**src/rtl/cpu_core.sv**
```systemverilog
`default_nettype none
// =============================================================================
// cpu_core : multi-cycle 16-opcode CPU (FETCH / EXECUTE / MEM) with
//            accelerator port. Define CPU_MUL_EN to make opcode F a MUL.
// Revision : 1.0
// =============================================================================
module cpu_core #(
    parameter int INSTRUCTION_WIDTH = 16,
    parameter int DATA_WIDTH        = 16,
    parameter int INSTR_ADDR_WIDTH  = 10,
    parameter int DATA_ADDR_WIDTH   = 10
) (
    input  logic                         clk,
    input  logic                         rst,
    output logic [INSTR_ADDR_WIDTH-1:0]  instr_mem_addr,
    input  logic [INSTRUCTION_WIDTH-1:0] instr_mem_data_0,
    input  logic [INSTRUCTION_WIDTH-1:0] instr_mem_data_1,
    output logic [DATA_ADDR_WIDTH-1:0]   data_mem_addr,
    input  logic [DATA_WIDTH-1:0]        data_mem_read_data,
    output logic                         data_mem_write_enable,
    output logic [DATA_WIDTH-1:0]        data_mem_write_data,
    output logic [3:0]                   accel_id,
    input  logic                         accel_can_read,
    input  logic                         accel_can_write,
    output logic                         accel_read_enable,
    input  logic [DATA_WIDTH-1:0]        accel_read_data,
    output logic                         accel_write_enable,
    output logic [DATA_WIDTH-1:0]        accel_write_data
);

    typedef enum logic [1:0] {
        S_FETCH   = 2'd0,
        S_EXECUTE = 2'd1,
        S_MEM     = 2'd2
    } state_t;

    state_t                      state_q, state_d;
    logic [INSTR_ADDR_WIDTH-1:0] pc_q, pc_d;
    logic [31:0]                 executed_q, executed_d;
    logic [3:0]                  load_rd_q, load_rd_d;
    logic [DATA_WIDTH-1:0]       regs_q [1:15];
    logic [DATA_WIDTH-1:0]       regs_d [1:15];

    logic [3:0]                  opcode, rd, rs1_idx, rs2_idx;
    logic [DATA_WIDTH-1:0]       rs1_val, rs2_val, imm;
    logic [INSTR_ADDR_WIDTH-1:0] pc_inc1, pc_inc2, pc_imm;
    logic                        wr_en, retire;
    logic [3:0]                  wr_idx;
    logic [DATA_WIDTH-1:0]       wr_val;

    assign opcode  = instr_mem_data_0[15:12];
    assign rd      = instr_mem_data_0[11:8];
    assign rs1_idx = instr_mem_data_0[7:4];
    assign rs2_idx = instr_mem_data_0[3:0];
    assign imm     = DATA_WIDTH'(instr_mem_data_1);
    assign rs1_val = (rs1_idx == 4'd0) ? '0 : regs_q[rs1_idx];
    assign rs2_val = (rs2_idx == 4'd0) ? '0 : regs_q[rs2_idx];
    assign pc_inc1 = pc_q + INSTR_ADDR_WIDTH'(1);
    assign pc_inc2 = pc_q + INSTR_ADDR_WIDTH'(2);
    assign pc_imm  = imm[INSTR_ADDR_WIDTH-1:0];

    // The fetch address is the pc flop itself, so it is registered and valid in FETCH.
    assign instr_mem_addr = pc_q;

    always_comb begin
        state_d               = state_q;
        pc_d                  = pc_q;
        executed_d            = executed_q;
        load_rd_d             = load_rd_q;
        wr_en                 = 1'b0;
        wr_idx                = rd;
        wr_val                = '0;
        retire                = 1'b0;
        data_mem_addr         = '0;
        data_mem_write_enable = 1'b0;
        data_mem_write_data   = '0;
        accel_id              = 4'd0;
        accel_read_enable     = 1'b0;
        accel_write_enable    = 1'b0;
        accel_write_data      = '0;

        case (state_q)
            S_FETCH: state_d = S_EXECUTE;
            S_EXECUTE: begin
                pc_d   = pc_inc1;
                retire = 1'b1;
                case (opcode)
                    4'h0: begin wr_en = 1'b1; wr_val = rs1_val + rs2_val; end
                    4'h1: begin wr_en = 1'b1; wr_val = rs1_val - rs2_val; end
                    4'h2: begin wr_en = 1'b1; wr_val = rs1_val & rs2_val; end
                    4'h3: begin wr_en = 1'b1; wr_val = rs1_val | rs2_val; end
                    4'h4: begin wr_en = 1'b1; wr_val = rs1_val ^ rs2_val; end
                    4'h5: begin wr_en = 1'b1; wr_val = rs1_val << rs2_val[3:0]; end
                    4'h6: begin wr_en = 1'b1; wr_val = rs1_val >> rs2_val[3:0]; end
                    4'h7: begin wr_en = 1'b1; wr_val = imm; pc_d = pc_inc2; end
                    4'h8: begin
                        // Read data arrives next cycle; rd is remembered for the MEM write.
                        data_mem_addr = rs1_val[DATA_ADDR_WIDTH-1:0];
                        load_rd_d     = rd;
                        pc_d          = pc_q;
                        retire        = 1'b0;
                        state_d       = S_MEM;
                    end
                    4'h9: begin
                        data_mem_addr         = rs1_val[DATA_ADDR_WIDTH-1:0];
                        data_mem_write_enable = 1'b1;
                        data_mem_write_data   = rs2_val;
                    end
                    4'hA: pc_d = pc_imm;
                    4'hB: pc_d = (rs1_val == '0) ? pc_imm : pc_inc2;
                    4'hC: pc_d = ($signed(rs1_val) < $signed(rs2_val)) ? pc_imm : pc_inc2;
                    4'hD: begin
                        accel_id          = rs2_idx;
                        accel_read_enable = accel_can_read;
                        wr_en             = accel_can_read;
                        wr_val            = accel_read_data;
                        retire            = accel_can_read;
                        if (!accel_can_read) pc_d = pc_q;
                    end
                    4'hE: begin
                        accel_id           = rs2_idx;
                        accel_write_data   = rs1_val;
                        accel_write_enable = accel_can_write;
                        retire             = accel_can_write;
                        if (!accel_can_write) pc_d = pc_q;
                    end
                    4'hF: begin
`ifdef CPU_MUL_EN
                        wr_en  = 1'b1;
                        wr_val = rs1_val * rs2_val;
`endif
                    end
                    default: ;
                endcase
            end
            S_MEM: begin
                wr_en  = 1'b1;
                wr_idx = load_rd_q;
                wr_val = data_mem_read_data;
                pc_d   = pc_inc1;
                retire = 1'b1;
            end
            default: state_d = S_FETCH;
        endcase

        if (retire) begin
            executed_d = executed_q + 32'd1;
            state_d    = S_FETCH;
        end

        for (int i = 1; i <= 15; i++) begin
            regs_d[i] = (wr_en && (wr_idx == 4'(i))) ? wr_val : regs_q[i];
        end
    end

    always_ff @(posedge clk or negedge rst) begin
        if (!rst) begin
            state_q    <= S_FETCH;
            pc_q       <= '0;
            executed_q <= '0;
            load_rd_q  <= '0;
            for (int i = 1; i <= 15; i++) regs_q[i] <= '0;
        end else begin
            state_q    <= state_d;
            pc_q       <= pc_d;
            executed_q <= executed_d;
            load_rd_q  <= load_rd_d;
            for (int i = 1; i <= 15; i++) regs_q[i] <= regs_d[i];
        end
    end

endmodule
`default_nettype wire

```
**config.mk**
```make
export PLATFORM = sky130hd
export DESIGN_NAME = cpu_core
export DESIGN_NICKNAME = d
export VERILOG_FILES = /design/src/rtl/cpu_core.sv
export SDC_FILE = /design/constraint.sdc
export NUM_CORES = 1
export LEC_CHECK = 0
export BUFFER_PORTS_ARGS = -buffer_cell sky130_fd_sc_hd__buf_2
export CELL_PAD_IN_SITES_DETAIL_PLACEMENT = 1
export CELL_PAD_IN_SITES_GLOBAL_PLACEMENT = 1
export CORE_ASPECT_RATIO = 1.75
export CORE_UTILIZATION = 35
export DETAILED_ROUTE_END_ITERATION = 16
export PLACE_DENSITY = 0.7
export SLEW_MARGIN = 20
export SYNTH_ARGS = -nofsm -noshare
export SYNTH_HDL_FRONTEND = slang
export SYNTH_SLANG_ARGS = --single-unit
```
**constraint.sdc**
```tcl
create_clock -name clk -period 9.43 [get_ports clk]
set_input_delay 1.886 -clock clk [delete_from_list [all_inputs] [get_ports clk]]
set_output_delay 1.886 -clock clk [all_outputs]
set_load 0.03 [all_outputs]
```
Word level (Yosys, flattened, before mapping)
Index checks and enable logic that the tools add are counted.
{ "totals": {"register_bits": 256, "input_bits": 68, "output_inout_bits": 59} }
{ "classes": {"addsub": 4, "order_cmp": 3, "eq_ne": 36, "shifts": 2, "mux": 38, "bitwise": 5, "reduce_logical": 27} }
{ "ops": {"columns": ["cell", "count"], "rows": [
  ["$mux 16", 10],
  ["$pmux 16 s9", 1],
  ["$bmux 16 s4", 2],
  ["$pmux 10 s7", 1],
  ["$eq 4x4->1 const B", 15],
  ["$mux 10", 6],
  ["$eq 4x3->1 const B", 8],
  ["$pmux 16 s2", 1],
  ["$pmux 10 s2", 1],
  ["$add 16x16->16", 1],
  ["$and 16x16->16", 1],
  ["$eq 4x2->1 const B", 4],
  ["$logic_not 16->1", 1],
  ["$lt 16x16->1", 1],
  ["$or 16x16->16", 1],
  ["$shl 16x4->16", 1],
  ["$shr 16x4->16", 1],
  ["$sub 16x16->16", 1],
  ["$xor 16x16->16", 1],
  ["$logic_and 1x1->1", 15],
  ["$logic_not 4->1", 3],
  ["$mux 4", 3],
  ["$add 10x1->10 const B", 1],
  ["$add 10x2->10 const B", 1],
  ["other kinds (19)", 34]
]} }

Longest topological paths before layout
{ "logic_depth": {"depth_word": 9, "depth_mapped": 23, "ltp_nobuf": 16} }

Worst setup path after synthesis
Ideal clock, no wire load.
{ "synth_path": {"path_type": "input -> register", "startpoint": "input port instr_mem_data_0[0]", "endpoint": "register regs_q[143] (netlist bit)", "t_arrival_ps": 6410, "required_time_ps": 9306, "slack_ps": 2896, "stages": 19, "cell_sequence": "buf_6 -> buf_6 -> buf_6 -> buf_1 -> mux4_2 -> mux2_2 -> a21oi_1 -> ha_1 -> clkbuf_1 -> nor3b_1 -> a221oi_1 -> a2111oi_0 -> o311ai_0 -> and3b_1 -> o21ai_0 -> o21ai_0 -> a211oi_4 -> buf_6 -> o21ai_1"} }
{ "synth_via": {"elab_chain_len": 8, "word_cells_on_any_way": 15, "classes_between": "add/sub: 2; shift: 2; mux: 6; bitwise: 4; reduce/logical: 1"} }
{ "synth_lines": {"columns": ["item", "line_no", "source"], "rows": [
  ["start: declaration", "16", "input logic [INSTRUCTION_WIDTH-1:0] instr_mem_data_0,"],
  ["$not 4->5 (not written as such)", "57", "assign rs2_val = (rs2_idx == 4'd0) ? '0 : regs_q[rs2_idx];"],
  ["$bmux 16 s4", "57", null],
  ["$mux 16 (not written as such) (2 in series)", "57", null],
  ["$mux 16 (*)", "57", null],
  ["$sub 16x16->16, or another cell as far along", "89", "4'h1: begin wr_en = 1'b1; wr_val = rs1_val - rs2_val; end"],
  ["$pmux 16 s9 (*)", "87", "case (opcode)"],
  ["$pmux 16 s2 (*)", "82", "case (state_q)"],
  ["end: declaration", "41", "logic [DATA_WIDTH-1:0] regs_q [1:15];"]
]} }
Mark *: on every way between the ends. The rest lies on a longest branch, timed or not. The select of a mux whose other input is x is not followed.
A chain may end at the register's enable or synchronous reset.

Worst setup path after layout
{ "layout_path": {"startpoint": "input port instr_mem_data_0[5]", "endpoint": "register regs_q[174] (netlist bit)"} }
{ "layout_via": {"elab_chain_len": 8, "word_cells_on_any_way": 15, "classes_between": "add/sub: 2; shift: 2; mux: 6; bitwise: 4; reduce/logical: 1"} }
{ "layout_lines": {"columns": ["item", "line_no", "source"], "rows": [
  ["$not 4->5 (not written as such)", "56", "assign rs1_val = (rs1_idx == 4'd0) ? '0 : regs_q[rs1_idx];"],
  ["$bmux 16 s4", "56", null],
  ["$mux 16 (not written as such) (2 in series)", "56", null],
  ["$mux 16 (*)", "56", null],
  ["$sub 16x16->16, or another cell as far along", "89", null],
  ["$pmux 16 s9 (*)", "87", null],
  ["$pmux 16 s2 (*)", "82", null]
]} }
Marked as above.

==> impl_metrics.tcl <==
set metrics [dict create \
    status "finished clean" \
    rsz0062_at_grt "no" \
    regArea_um2 6410 \
    die_h_um 314 \
    syn-cell-area_um2 19500 \
    cellLeakagePower_nw 9.18 \
    drt-initial-drc-count 1394 \
    criticalPathCategory "in -> reg" \
    yosysTopAreaCellShare 0.328 \
    peakVddDrop_v 0.000106 \
    path_buf_inv 2 \
    ys_seq_elements 256 \
    worst_setup_path_end_kind "register" \
    critPathMaxFanout 39 \
    cp_slowest_stage_delay_ns 0.79 \
    clkSinkCount 256 \
    antenna_cells 0 \
    yosysWarnings 0 \
    ctsHoldBuffers 0 \
    grt_pass1_vias 19500 \
    cp.arrival_ns 7.89 \
    finalHoldViolations 0 \
    fillCellCount 6321 \
    worst_pin_slew_ns 1.19 \
    synth_cell_types 95 \
    cts_buffer_depth 3 \
    syn-num-nets 2221 \
    setup_violations 0 \
    slew_violations 0 \
    power_mw 4.15 \
    drive_gt1_frac 0.220 \
    multiInputGateArea_um2 12100 \
    clk_pin_slew_ns 0.07 \
    fin_tns_setup_ns 0 \
    ys_seq_area_frac 0.328 \
    power.density_nw_per_um2 192 \
    dp_hpwl_mm 66.6 \
    grt_max_degree 157 \
    viasPerCell 6.48 \
    antenna_found_initial 0 \
    fmax_mhz 134 \
    port_buffers 126 \
    path_delay_family "simple AND/OR/NAND/NOR gates" \
    async_reset_ff_frac 1.00 \
    cts_setup_buffers 0 \
    synth_edf_count 0 \
    cts_root_buf "clkbuf_16" \
    dieArea_um2 56800 \
    fin_crit_sh 0.792 \
    routed_wl_mm 88.8 \
    ios 127 \
    grtUsageTotal 0.313 \
    nets 2252 \
    htreeDepth 1 \
    synthTopCellsByArea "dfrtp_1 (33%), mux4_2 (9.6%), mux2_2 (7.1%)" \
    skew_ns 0.0188 \
    cp.depth 16 \
    grt-ovfl-total 0 \
    grt_first_pass_wirelength_mm 131 \
    hold_depth 2 \
    numCtsBuffers 26 \
    insertion_delay_ns 0.58 \
    fp-row-count 114 \
    start_kind "primary input" \
    first_pass_iters 5 \
    avgSynthCellArea_um2 9.31 \
    initial_core_util 0.354 \
    min_period_ns 7.47 \
    postRouteAntennaNets 0 \
    drt-wirelength-per-cell_um 31.3 \
    rr_worst_depth 16 \
    place_congestion 0.985 \
    slew_headroom 0.197 \
    max_cap_viol_count 0 \
    cts.repair.resized 0 \
    vias 18400 \
    hold_path_class "reg -> reg" \
    syn_inst 2097 \
    yosys_most_used_dff "dfrtp_1" \
    dieWidth_um 181 \
    synth_area_leader_cell "dfrtp_1" \
    drc 0 \
    area_growth_pct 10.5 \
    crit_top_cell "o31ai_1" \
    cp.required_ns 9.84 \
    slowest_stage "nor4_4" \
    cts_tree "done" \
    placeableCoreArea_um2 55200 \
    crit_path_cell_trace "buf_4, and2b_1, a221oi_1, o21ai_0, nand2_1, inv_1, ha_1, a211oi_1, o31ai_1, and3_1, o41ai_1, o31ai_1, xnor2_1, nor2_1, nor4_4, o31ai_1" \
]
power breakdown:
part,switching (mW),internal [mW]
Sequential,0.165,1.25
Clock,0.475,0.690
Combinational,1.04,0.523
Total,1.68,2.47
sequential cells by signal (all words and copies together) (netlist names):
signal / cells
regs_q: 240
state_q: 2
load_rd_q: 4
instr_mem_addr: 10
worst paths after layout:
path                                          start      endpoint  slack, ns
worst min register to register          regs_q[189]   regs_q[189]       0.52
worst max register to register           regs_q[32]   regs_q[174]       3.85
max in group asynchronous                       rst  load_rd_q[1]       6.60
min in group asynchronous                       rst   regs_q[163]       1.35
worst min-delay path                    regs_q[189]   regs_q[189]       0.52
worst max-delay path            instr_mem_data_0[5]   regs_q[174]       1.96
cell families (layout without fill, tap and decap cells):
kind of cell             Yosys count  count (layout)  synth area share
AND/OR/NAND/NOR                  622             622             0.144
buffers and inverters            227             274            0.0550
multiplexers                     269             269             0.199
XOR/XNOR                          12              12           0.00538
AO/OA/AOI/OAI                    655             655             0.232
adder cells (fa/ha/maj)           56              56            0.0367
flip-flops                       256             256             0.328
synthesized netlist by cell type, types with 5 or more instances:
| library cell | n |
|---|---|
| or2_2 | 6 |
| o21a_1 | 7 |
| mux4_2 | 83 |
| buf_6 | 21 |
| buf_1 | 11 |
| nor3b_1 | 6 |
| o31ai_1 | 94 |
| inv_1 | 50 |
| nor4_1 | 10 |
| mux2i_1 | 61 |
| nand2_1 | 233 |
| nor2_1 | 194 |
| nand2b_1 | 13 |
| a21o_1 | 10 |
| buf_2 | 26 |
| o221ai_1 | 8 |
| xnor2_1 | 5 |
| and3_1 | 8 |
| o211ai_1 | 19 |
| a211oi_1 | 34 |
| nand3_1 | 28 |
| nor3_1 | 41 |
| and4_1 | 5 |
| clkbuf_1 | 105 |
| buf_4 | 7 |
| o22ai_1 | 12 |
| o21ai_0 | 98 |
| a221o_1 | 10 |
| nor2b_1 | 34 |
| a21oi_1 | 159 |
| a22o_1 | 10 |
| a22oi_1 | 26 |
| mux2_2 | 123 |
| or3_1 | 5 |
| dfrtp_1 | 256 |
| a221oi_1 | 35 |
| a31oi_1 | 26 |
| o21ai_1 | 22 |
| xor2_1 | 7 |
| and2_1 | 19 |
| ha_1 | 54 |
| a41oi_1 | 15 |
layout by cell type, fill, tap and decap left out, types with 15 or more instances in the layout:
cell	Yosys	final
clkbuf_16	0	27
a221oi_1	35	35
nor2_1	194	192
and2_1	19	19
nand2_1	233	233
nand3_1	28	28
a31oi_1	26	26
mux2i_1	61	61
a22oi_1	26	26
a41oi_1	15	15
o21ai_0	98	98
a21oi_1	159	158
buf_4	7	52
mux4_2	83	83
o21ai_1	22	22
o31ai_1	94	92
dfrtp_1	256	256
mux2_2	123	123
ha_1	54	54
a211oi_1	34	34
o211ai_1	19	19
nor2b_1	34	33
inv_1	50	50
buf_2	26	122
nor3_1	41	38
through the flow:
stage	worst slack [ns]	hold WS (ns)	instances	util	area, um^2
2_1_floorplan	2.90	0.459	2097	-	19500
3_3_place_gp	1.56	0.476	2796	0.374	20600
3_5_place_dp	1.48	0.493	2796	0.374	20600
4_1_cts	2.04	0.509	2840	0.391	21600
5_1_grt	1.48	0.541	2840	0.391	21600
6_report	1.96	0.515	2840	0.391	21600
final cells by class:
cell class | count | area share
repair buffers | 177 | 0.0489
clock buffers | 35 | 0.0346
inverters | 53 | 0.00922
well taps | 696 | 0.0404
flip-flops and latches | 256 | 0.297
multi-input cells | 1614 | 0.562
clock inverters | 9 | 0.00835
routing by layer:
metal  GRT usage  routed length, um  vias to the layer above
met2       0.569              45700                      720
met3      0.0345               3680                      301
met5           0                  0                        -
met4       0.271               8670                        0
li1            -                  -                     7922
met1       0.318              30700                     9459
worst reg2reg max path, delay by kind of cell, from the launching register on:
| kind | cells | cell delay, ns |
|---|---|---|
| compound gates | 6 | 1.88 |
| xor+xnor | 1 | 0.21 |
| fa+ha+maj | 2 | 0.78 |
| buf+inv | 1 | 0.13 |
| flops | 1 | 0.40 |
| mux | 2 | 0.79 |
| simple gates | 4 | 1.23 |
Note: power is estimated with default switching activity, not from simulation.
